File: src/rtl/corefifo_pkg.sv
// Shared definitions for the ADC sample FIFO: pointer geometry helpers,
// parameter defaults and the binary-to-Gray encoder.
package corefifo_pkg;

  localparam int unsigned ADDRWIDTH_DEF   = 3;
  localparam int unsigned AFULL_VAL_DEF   = 6;
  localparam int unsigned SYNC_STAGES_DEF = 2;

  // Pointers carry one extra wrap bit beyond the RAM address.
  function automatic int unsigned ptrw_of(input int unsigned addrwidth);
    return addrwidth + 32'd1;
  endfunction

  function automatic int unsigned depth_of(input int unsigned addrwidth);
    return 32'd1 << addrwidth;
  endfunction

  function automatic logic [31:0] bin2gray(input logic [31:0] bin);
    return bin ^ (bin >> 1);
  endfunction

endpackage

File: src/rtl/corefifo_wr_ptr_ctrl_gray2bin.sv
// Combinational Gray-to-binary converter used on the synchronised read pointer.
module ADCFIFO_ADCFIFO_0_corefifo_grayToBinConv #(
  parameter int unsigned ADDRWIDTH = 3
) (
  input  logic [ADDRWIDTH:0] gray_i,
  output logic [ADDRWIDTH:0] bin_o
);

  // Each binary bit is the XOR of all Gray bits at or above it.
  always_comb begin
    bin_o = '0;
    for (int i = 0; i <= int'(ADDRWIDTH); i++) begin
      bin_o[i] = ^(gray_i >> i);
    end
  end

endmodule

File: src/rtl/corefifo_wr_ptr_ctrl.sv
// Write-side pointer/flag controller: binary and Gray write pointers, RAM write
// gating, read-pointer synchronisation, fill count, full/almost-full and overflow.
module corefifo_wr_ptr_ctrl
  import corefifo_pkg::*;
#(
  parameter int unsigned ADDRWIDTH   = ADDRWIDTH_DEF,
  parameter int unsigned AFULL_VAL   = AFULL_VAL_DEF,
  parameter int unsigned SYNC_STAGES = SYNC_STAGES_DEF
) (
  input  logic                 clk,
  input  logic                 reset,
  input  logic                 we,
  input  logic [ADDRWIDTH:0]   rptr_gray_in,
  output logic                 wen_ram,
  output logic [ADDRWIDTH-1:0] waddr,
  output logic [ADDRWIDTH:0]   wptr_gray,
  output logic                 full,
  output logic                 afull,
  output logic [ADDRWIDTH:0]   wrcnt,
  output logic                 overflow
);

  localparam int unsigned PTRW  = ptrw_of(ADDRWIDTH);
  localparam int unsigned DEPTH = depth_of(ADDRWIDTH);

  logic [PTRW-1:0] wptr_bin_q,  wptr_bin_d;
  logic [PTRW-1:0] wptr_gray_q, wptr_gray_d;
  logic [PTRW-1:0] wrcnt_q,     wrcnt_d;
  logic            full_q,      full_d;
  logic            afull_q,     afull_d;
  logic            overflow_q,  overflow_d;
  logic            acc;
  logic [PTRW-1:0] rptr_gray_sync;
  logic [PTRW-1:0] rptr_bin;

  // Read-pointer synchroniser: plain flop chain, nothing between stages.
  for (genvar s = 0; s < SYNC_STAGES; s++) begin : g_sync
    logic [PTRW-1:0] q;
    if (s == 0) begin : g_first
      always_ff @(posedge clk or posedge reset) begin
        if (reset) q <= '0;
        else       q <= rptr_gray_in;
      end
    end else begin : g_rest
      always_ff @(posedge clk or posedge reset) begin
        if (reset) q <= '0;
        else       q <= g_sync[s-1].q;
      end
    end
  end

  assign rptr_gray_sync = g_sync[SYNC_STAGES-1].q;

  ADCFIFO_ADCFIFO_0_corefifo_grayToBinConv #(
    .ADDRWIDTH (ADDRWIDTH)
  ) u_rptr_g2b (
    .gray_i (rptr_gray_sync),
    .bin_o  (rptr_bin)
  );

  // Both pointer deltas land in the same next-count, so a simultaneous
  // write and read advance leaves the count unchanged.
  always_comb begin
    acc         = we & ~full_q;
    wptr_bin_d  = wptr_bin_q + PTRW'(acc);
    wptr_gray_d = PTRW'(bin2gray(32'(wptr_bin_d)));
    wrcnt_d     = wptr_bin_d - rptr_bin;
    full_d      = (wrcnt_d == PTRW'(DEPTH));
    afull_d     = (wrcnt_d >= PTRW'(AFULL_VAL));
    overflow_d  = we & full_q;
  end

  always_ff @(posedge clk or posedge reset) begin
    if (reset) begin
      wptr_bin_q  <= '0;
      wptr_gray_q <= '0;
      wrcnt_q     <= '0;
      full_q      <= 1'b0;
      afull_q     <= 1'b0;
      overflow_q  <= 1'b0;
    end else begin
      wptr_bin_q  <= wptr_bin_d;
      wptr_gray_q <= wptr_gray_d;
      wrcnt_q     <= wrcnt_d;
      full_q      <= full_d;
      afull_q     <= afull_d;
      overflow_q  <= overflow_d;
    end
  end

  assign wen_ram   = acc;
  assign waddr     = wptr_bin_q[ADDRWIDTH-1:0];
  assign wptr_gray = wptr_gray_q;
  assign wrcnt     = wrcnt_q;
  assign full      = full_q;
  assign afull     = afull_q;
  assign overflow  = overflow_q;

endmodule

File: config.mk
export PLATFORM = sky130hd
export DESIGN_NAME = corefifo_wr_ptr_ctrl
export DESIGN_NICKNAME = d
export VERILOG_FILES = /design/src/rtl/corefifo_pkg.sv /design/src/rtl/corefifo_wr_ptr_ctrl_gray2bin.sv /design/src/rtl/corefifo_wr_ptr_ctrl.sv
export SDC_FILE = /design/constraint.sdc
export NUM_CORES = 1
export LEC_CHECK = 0
export CAP_MARGIN = 20
export CORE_MARGIN = 1
export CORE_UTILIZATION = 35
export DETAILED_ROUTE_END_ITERATION = 10
export GPL_TIMING_DRIVEN = 0
export PLACE_DENSITY = 0.67
export RECOVER_POWER = 50
export SYNTH_ARGS = -nofsm -noshare
export SYNTH_HDL_FRONTEND = slang
export SYNTH_SLANG_ARGS = --single-unit
File: constraint.sdc
create_clock -name clk -period 2.8 [get_ports clk]
set_input_delay 0.56 -clock clk [delete_from_list [all_inputs] [get_ports clk]]
set_output_delay 0.56 -clock clk [all_outputs]
set_load 0.02 [all_outputs]
# ---- Word level (Yosys, flattened, before mapping)
# Index checks and enable logic that the tools add are counted.
dict set report classes {
  eq_ne 1
  order_cmp 1
  reduce_logical 4
  bitwise_logic 4
  add_sub_neg 2
}
# cell count
set ops {}
lappend ops {{$reduce_xor A4 Y1} 4}
lappend ops {{$add A4 B1 Y4} 1}
lappend ops {{$eq A4 B4 Y1 const B} 1}
lappend ops {{$ge A4 B3 Y1 const B} 1}
lappend ops {{$sub A4 B4 Y4} 1}
lappend ops {{$xor A4 B3 Y4} 1}
lappend ops {{$and A1 B1 Y1} 2}
lappend ops {{$not A1 Y1} 1}
dict set report totals {
  elab_cells 20
  output_inout_bits 15
  register_bits 23
  input_bits 7
}

# ---- Depth between registers and ports, before layout
dict set report logic_depth {
  ltp_word 5
  mapped_depth 9
  ltp_nobuf 9
}

# ---- Modules after synthesis
# A second synthesis with hierarchy kept.
dict set report hier_totals {
  hier_cells 56
  hier_area_um2 848.3
}
# mod cells_each area_each_um2 n_inst seq_area_each_um2
set modules_own_cells {}
lappend modules_own_cells {corefifo_wr_ptr_ctrl 51 798.3 1 550.5}
lappend modules_own_cells {ADCFIFO_ADCFIFO_0_corefifo_grayToBinConv 5 50.0 1 0.0}

# ---- Worst setup path before layout
# No wires, ideal clock.
dict set report synth_path {
  kind {input to register}
  from {input port we}
  to {register afull_q (netlist: afull)}
  arrival_ps 2447
  path_slack_ps 227
  required_time_ps 2673
  path_stages 9
  setup_ps 127
  path_buffers 0
  cell_sequence {nor2b_1 ha_1 ha_1 xor2_1 ha_1 a21oi_1 o21a_1 xnor2_2 nand2_1}
}
dict set report synth_between {
  elab_chain_cells 4
}
# item line
set synth_lines {}
lappend synth_lines {{from (decl)} corefifo_wr_ptr_ctrl.sv:12} ;# input logic we,
lappend synth_lines {{$and A1 B1 Y1} corefifo_wr_ptr_ctrl.sv:64} ;# acc = we & ~full_q;
lappend synth_lines {{$add A4 B1 Y4} corefifo_wr_ptr_ctrl.sv:65} ;# wptr_bin_d = wptr_bin_q + PTRW'(acc);
lappend synth_lines {{net wptr_bin_d[2]} corefifo_wr_ptr_ctrl.sv:26} ;# logic [PTRW-1:0] wptr_bin_q, wptr_bin_d;
lappend synth_lines {{$sub A4 B4 Y4} corefifo_wr_ptr_ctrl.sv:67} ;# wrcnt_d = wptr_bin_d - rptr_bin;
lappend synth_lines {{$ge A4 B3 Y1} corefifo_wr_ptr_ctrl.sv:69} ;# afull_d = (wrcnt_d >= PTRW'(AFULL_VAL));
lappend synth_lines {{net afull_d} corefifo_wr_ptr_ctrl.sv:30} ;# logic afull_q, afull_d;
lappend synth_lines {{to (signal assigned)} corefifo_wr_ptr_ctrl.sv:86} ;# afull_q <= afull_d;
lappend synth_lines {{to (decl)} corefifo_wr_ptr_ctrl.sv:30}
# The timed path passes the listed nets, and every way through them passes these cells.

# ---- Final worst setup path
# Same ends and word-level chain as after synthesis.

==> Flow_metrics.wiki <==
{| class="wikitable"
! Metric !! Value
|-
| Result of the run || finished clean
|-
| Worst path arrival time || 2770 ps
|-
| Slew of the pin with the lowest slew margin || 768 ps
|-
| Largest fanout on the critical path || 4
|-
| Clock Path Buffers || 2
|-
| Startpoint of the lowest-slack register-to-register path || full
|-
| Overall track demand over capacity in global routing || 10.6%
|-
| I/O pin cnt || 22
|-
| Post-cts resize count || 0
|-
| Mean number of vias per cell || 4.20
|-
| Worst supply voltage drop on vdd || 0.000525 V
|-
| Y dimension of the die || 51.3 um
|-
| Number of endpoints failing setup at the final stage || 0
|-
| Total die area || 0.00263 sq mm
|-
| Crit path max-delay cell type || sky130_fd_sc_hd__clkdlybuf4s50_1
|-
| GR Overflow Total || 0
|-
| DRC Markers || 0
|-
| Core region area || 0.00225 sq mm
|-
| Count of vias placed by the detailed router || 458
|-
| Total net switching power || 0.000539 W
|-
| Routability Congestion || 0.672
|-
| Number of standard cells after synthesis || 56
|-
| Final standard cell utilization of the core || 50.5%
|-
| Max-slew violation count || 0
|-
| Initial DRC count || 1
|-
| Diode insertion count for antenna repair || 0
|-
| Kind of start point of the critical path || primary input
|-
| Nets || 95
|-
| Fraction of power consumed by sequential logic || 33.7%
|-
| Most Frequent Cell on Critical Path || sky130_fd_sc_hd__ha_1
|-
| Post-Synthesis Cell Area || 850 sq um
|-
| Most frequent standard cell in the layout excluding fill and tap cells || sky130_fd_sc_hd__dfrtp_1
|-
| Unrepaired setup endpoints after global routing || false
|-
| Clock sinks || 22
|-
| Number of inserted filler cells in the final layout || 205
|-
| Max H-tree Level || 1
|-
| Max-capacitance violation count || 0
|-
| Clock latency on the worst-skew pair || 290 ps
|-
| Syn_area_per_cell || 15.2 sq um
|-
| #FFs+latches synth || 22
|-
| Worst path max stage delay || 460 ps
|-
| Multi-input combinational cell area || 277 sq um
|-
| Syn-to-layout area delta || 34.0%
|-
| Number of CTS-inserted buffers || 3
|-
| Hold path startpoint || g_sync[0].q[3]
|-
| Initial antenna violation count || 0
|-
| Antenna-violating nets left || 0
|-
| Effective utilization at floorplan || 37.7%
|-
| Layout cells sized above 1 || 11.1%
|-
| Length of the first detailed-routing pass in iterations || 2
|-
| Hold buffer count at CTS || 0
|-
| Proportion of power drawn by the clock network || 11.5%
|-
| Site row count || 17
|-
| Number of port buffers || 21
|-
| Wirelength, routed || 1.11 mm
|-
| Worst hold path class || reg2reg
|-
| Leakage || 0.532 nW
|-
| Post-CTS setup buffers || 0
|-
| CP endpoint kind || flip-flop
|-
| Timing startpoint of the critical path || we
|-
| Final-report hold violation count || 0
|-
| Commonest cells after routing, fill and taps aside || 22 x sky130_fd_sc_hd__dfrtp_1, 16 x sky130_fd_sc_hd__clkdlybuf4s50_1, 8 x sky130_fd_sc_hd__inv_1, 5 x sky130_fd_sc_hd__ha_1, 5 x sky130_fd_sc_hd__dlygate4sd3_1
|-
| Sequential cell area in the final layout || 551 sq um
|-
| Clock transition time at the flip-flop clock pins of the worst setup and hold paths || 110 ps
|-
| Crit path cell chain || clkdlybuf4s50_1, nor2b_1, ha_1, ha_1, xor2_2, ha_1, a21oi_1, o21a_1, xnor2_2, nand2_1
|-
| Root cell of the clock tree || sky130_fd_sc_hd__clkbuf_4
|-
| Post-synthesis cell type count || 16
|-
| TritonCTS clock tree || yes
|-
| Max Clk Rate || 386 MHz
|-
| Register area share after synthesis || 64.8%
|-
| Pin count of the biggest net entering global routing || 23
|-
| Final period utilization || 92.5%
|-
| DR WL/cell || 10.2 um
|-
| Setup skew after layout || 2.43 ps
|-
| Width of the die || 51.3 um
|-
| Startpoint-to-endpoint class of the critical path || in2reg
|-
| Internal cell power || 0.000873 W
|-
| Proportion of total power due to net switching || 38.2%
|-
| Req. time, crit path || 2980 ps
|-
| HPWL after detailed placement || 894 um
|-
| Synthesized net count || 69
|-
| Ys Warns || 0
|-
| Via count of the first global-routing pass || 442
|-
| Wire length of the first global-routing pass || 1.91 mm
|-
| Power per cell area || 1240 mW/mm^2
|-
| Logic pwr share || 54.8%
|-
| Max-slew headroom at the worst pin || 48.8%
|-
| Post-layout total power || 0.00141 W
|-
| Post-layout minimum cycle time || 2590 ps
|}
-- registers in the layout (all words and copies together) (netlist names) --
signal	flops
wrcnt	4
wptr_bin_q	4
g_sync.q	8
wptr_gray	3
full	1
afull	1
overflow	1
-- final timing paths --
check                                  to  slack, ps  depth (start not counted)
max                                 afull        210                         10
max reg2reg                         afull        560                          9
min reg2reg                g_sync[1].q[3]        360                          0
min                        g_sync[1].q[3]        360                          0
min in group asynchronous        wrcnt[2]        830                          2
max in group asynchronous        wrcnt[3]       1490                          2
-- per-layer routing --
| metal | vias up | track usage [%] | wire (um) |
|---|---|---|---|
| met3 | 2 | 1.79 | 49 |
| met1 | 223 | 13.2 | 476 |
| li1 | 220 | - | - |
| met2 | 13 | 16.2 | 571 |
| met4 | 0 | 8.11 | 12 |
| met5 | - | 0 | 0 |
-- cells by family after synthesis --
group / count (synthesis) / share of synthesized area (%)
XOR/XNOR: 11 / 15.6
AND/OR/NAND/NOR: 7 / 4.86
buffers and inverters: 8 / 3.53
adder cells (fa/ha/maj): 6 / 9.72
AO/OA/AOI/OAI: 2 / 1.47
flip-flops: 22 / 64.8
-- stage by stage --
| stage | setup slack, ps | instances | TNS (ps) | hold WS, ps | cell area, sq um |
|---|---|---|---|---|---|
| final | 209 | 109 | 0 | 359 | 1140 |
| after global routing | 36.5 | 109 | 0 | 369 | 1140 |
| after CTS | 88.6 | 109 | 0 | 362 | 1130 |
| after detailed placement | -226 | 105 | -599 | 336 | 1090 |
| after global placement | -159 | 105 | -452 | 331 | 1090 |
| after floorplan | 227 | 56 | 0 | 331 | 850 |
-- cells in the mapped netlist --
cell | count | share of area [%]
sky130_fd_sc_hd__and2_1 | 1 | 0.74
sky130_fd_sc_hd__dfrtp_1 | 22 | 65
sky130_fd_sc_hd__a21oi_1 | 1 | 0.59
sky130_fd_sc_hd__xnor2_2 | 2 | 3.8
sky130_fd_sc_hd__nand3_1 | 1 | 0.59
sky130_fd_sc_hd__nor2b_1 | 1 | 0.74
sky130_fd_sc_hd__ha_1 | 5 | 7.4
sky130_fd_sc_hd__nor4_2 | 1 | 1.5
sky130_fd_sc_hd__xor2_2 | 1 | 1.9
sky130_fd_sc_hd__inv_1 | 8 | 3.5
sky130_fd_sc_hd__o21a_1 | 1 | 0.88
sky130_fd_sc_hd__nand2_1 | 3 | 1.3
sky130_fd_sc_hd__fa_1 | 1 | 2.4
sky130_fd_sc_hd__xnor3_1 | 1 | 2.7
sky130_fd_sc_hd__xor2_1 | 3 | 3.1
sky130_fd_sc_hd__xnor2_1 | 4 | 4.1
-- power groups by stage --
stage	Clock (W)	Combinational (W)	Sequential, W
finish	0.000163	0.000774	0.000475
floorplan	0	0.000395	0.000597
detailed placement	0	0.000780	0.000483
CTS	0.000171	0.000783	0.000475
global route	0.000183	0.000867	0.000487
global placement	0	0.000766	0.000475
-- worst max-delay path: cells and delay by family --
family	cells	cell delay (ps)
adders and majority gates	3	730
and+or+nand+nor	2	280
AOI/OAI and AO/OA	2	340
xor gates and xnor gates	2	410
buffers and inverters	1	460
-- area by class of cell --
cell class	instances	share of cell area [%]
Clock buffer	4	3.19
Inverter	8	2.64
Tap cell	28	3.08
Timing Repair Buffer	21	18.5
Multi-Input combinational cell	26	24.3
Sequential cell	22	48.4
Note: power is estimated with default switching activity, not from simulation.
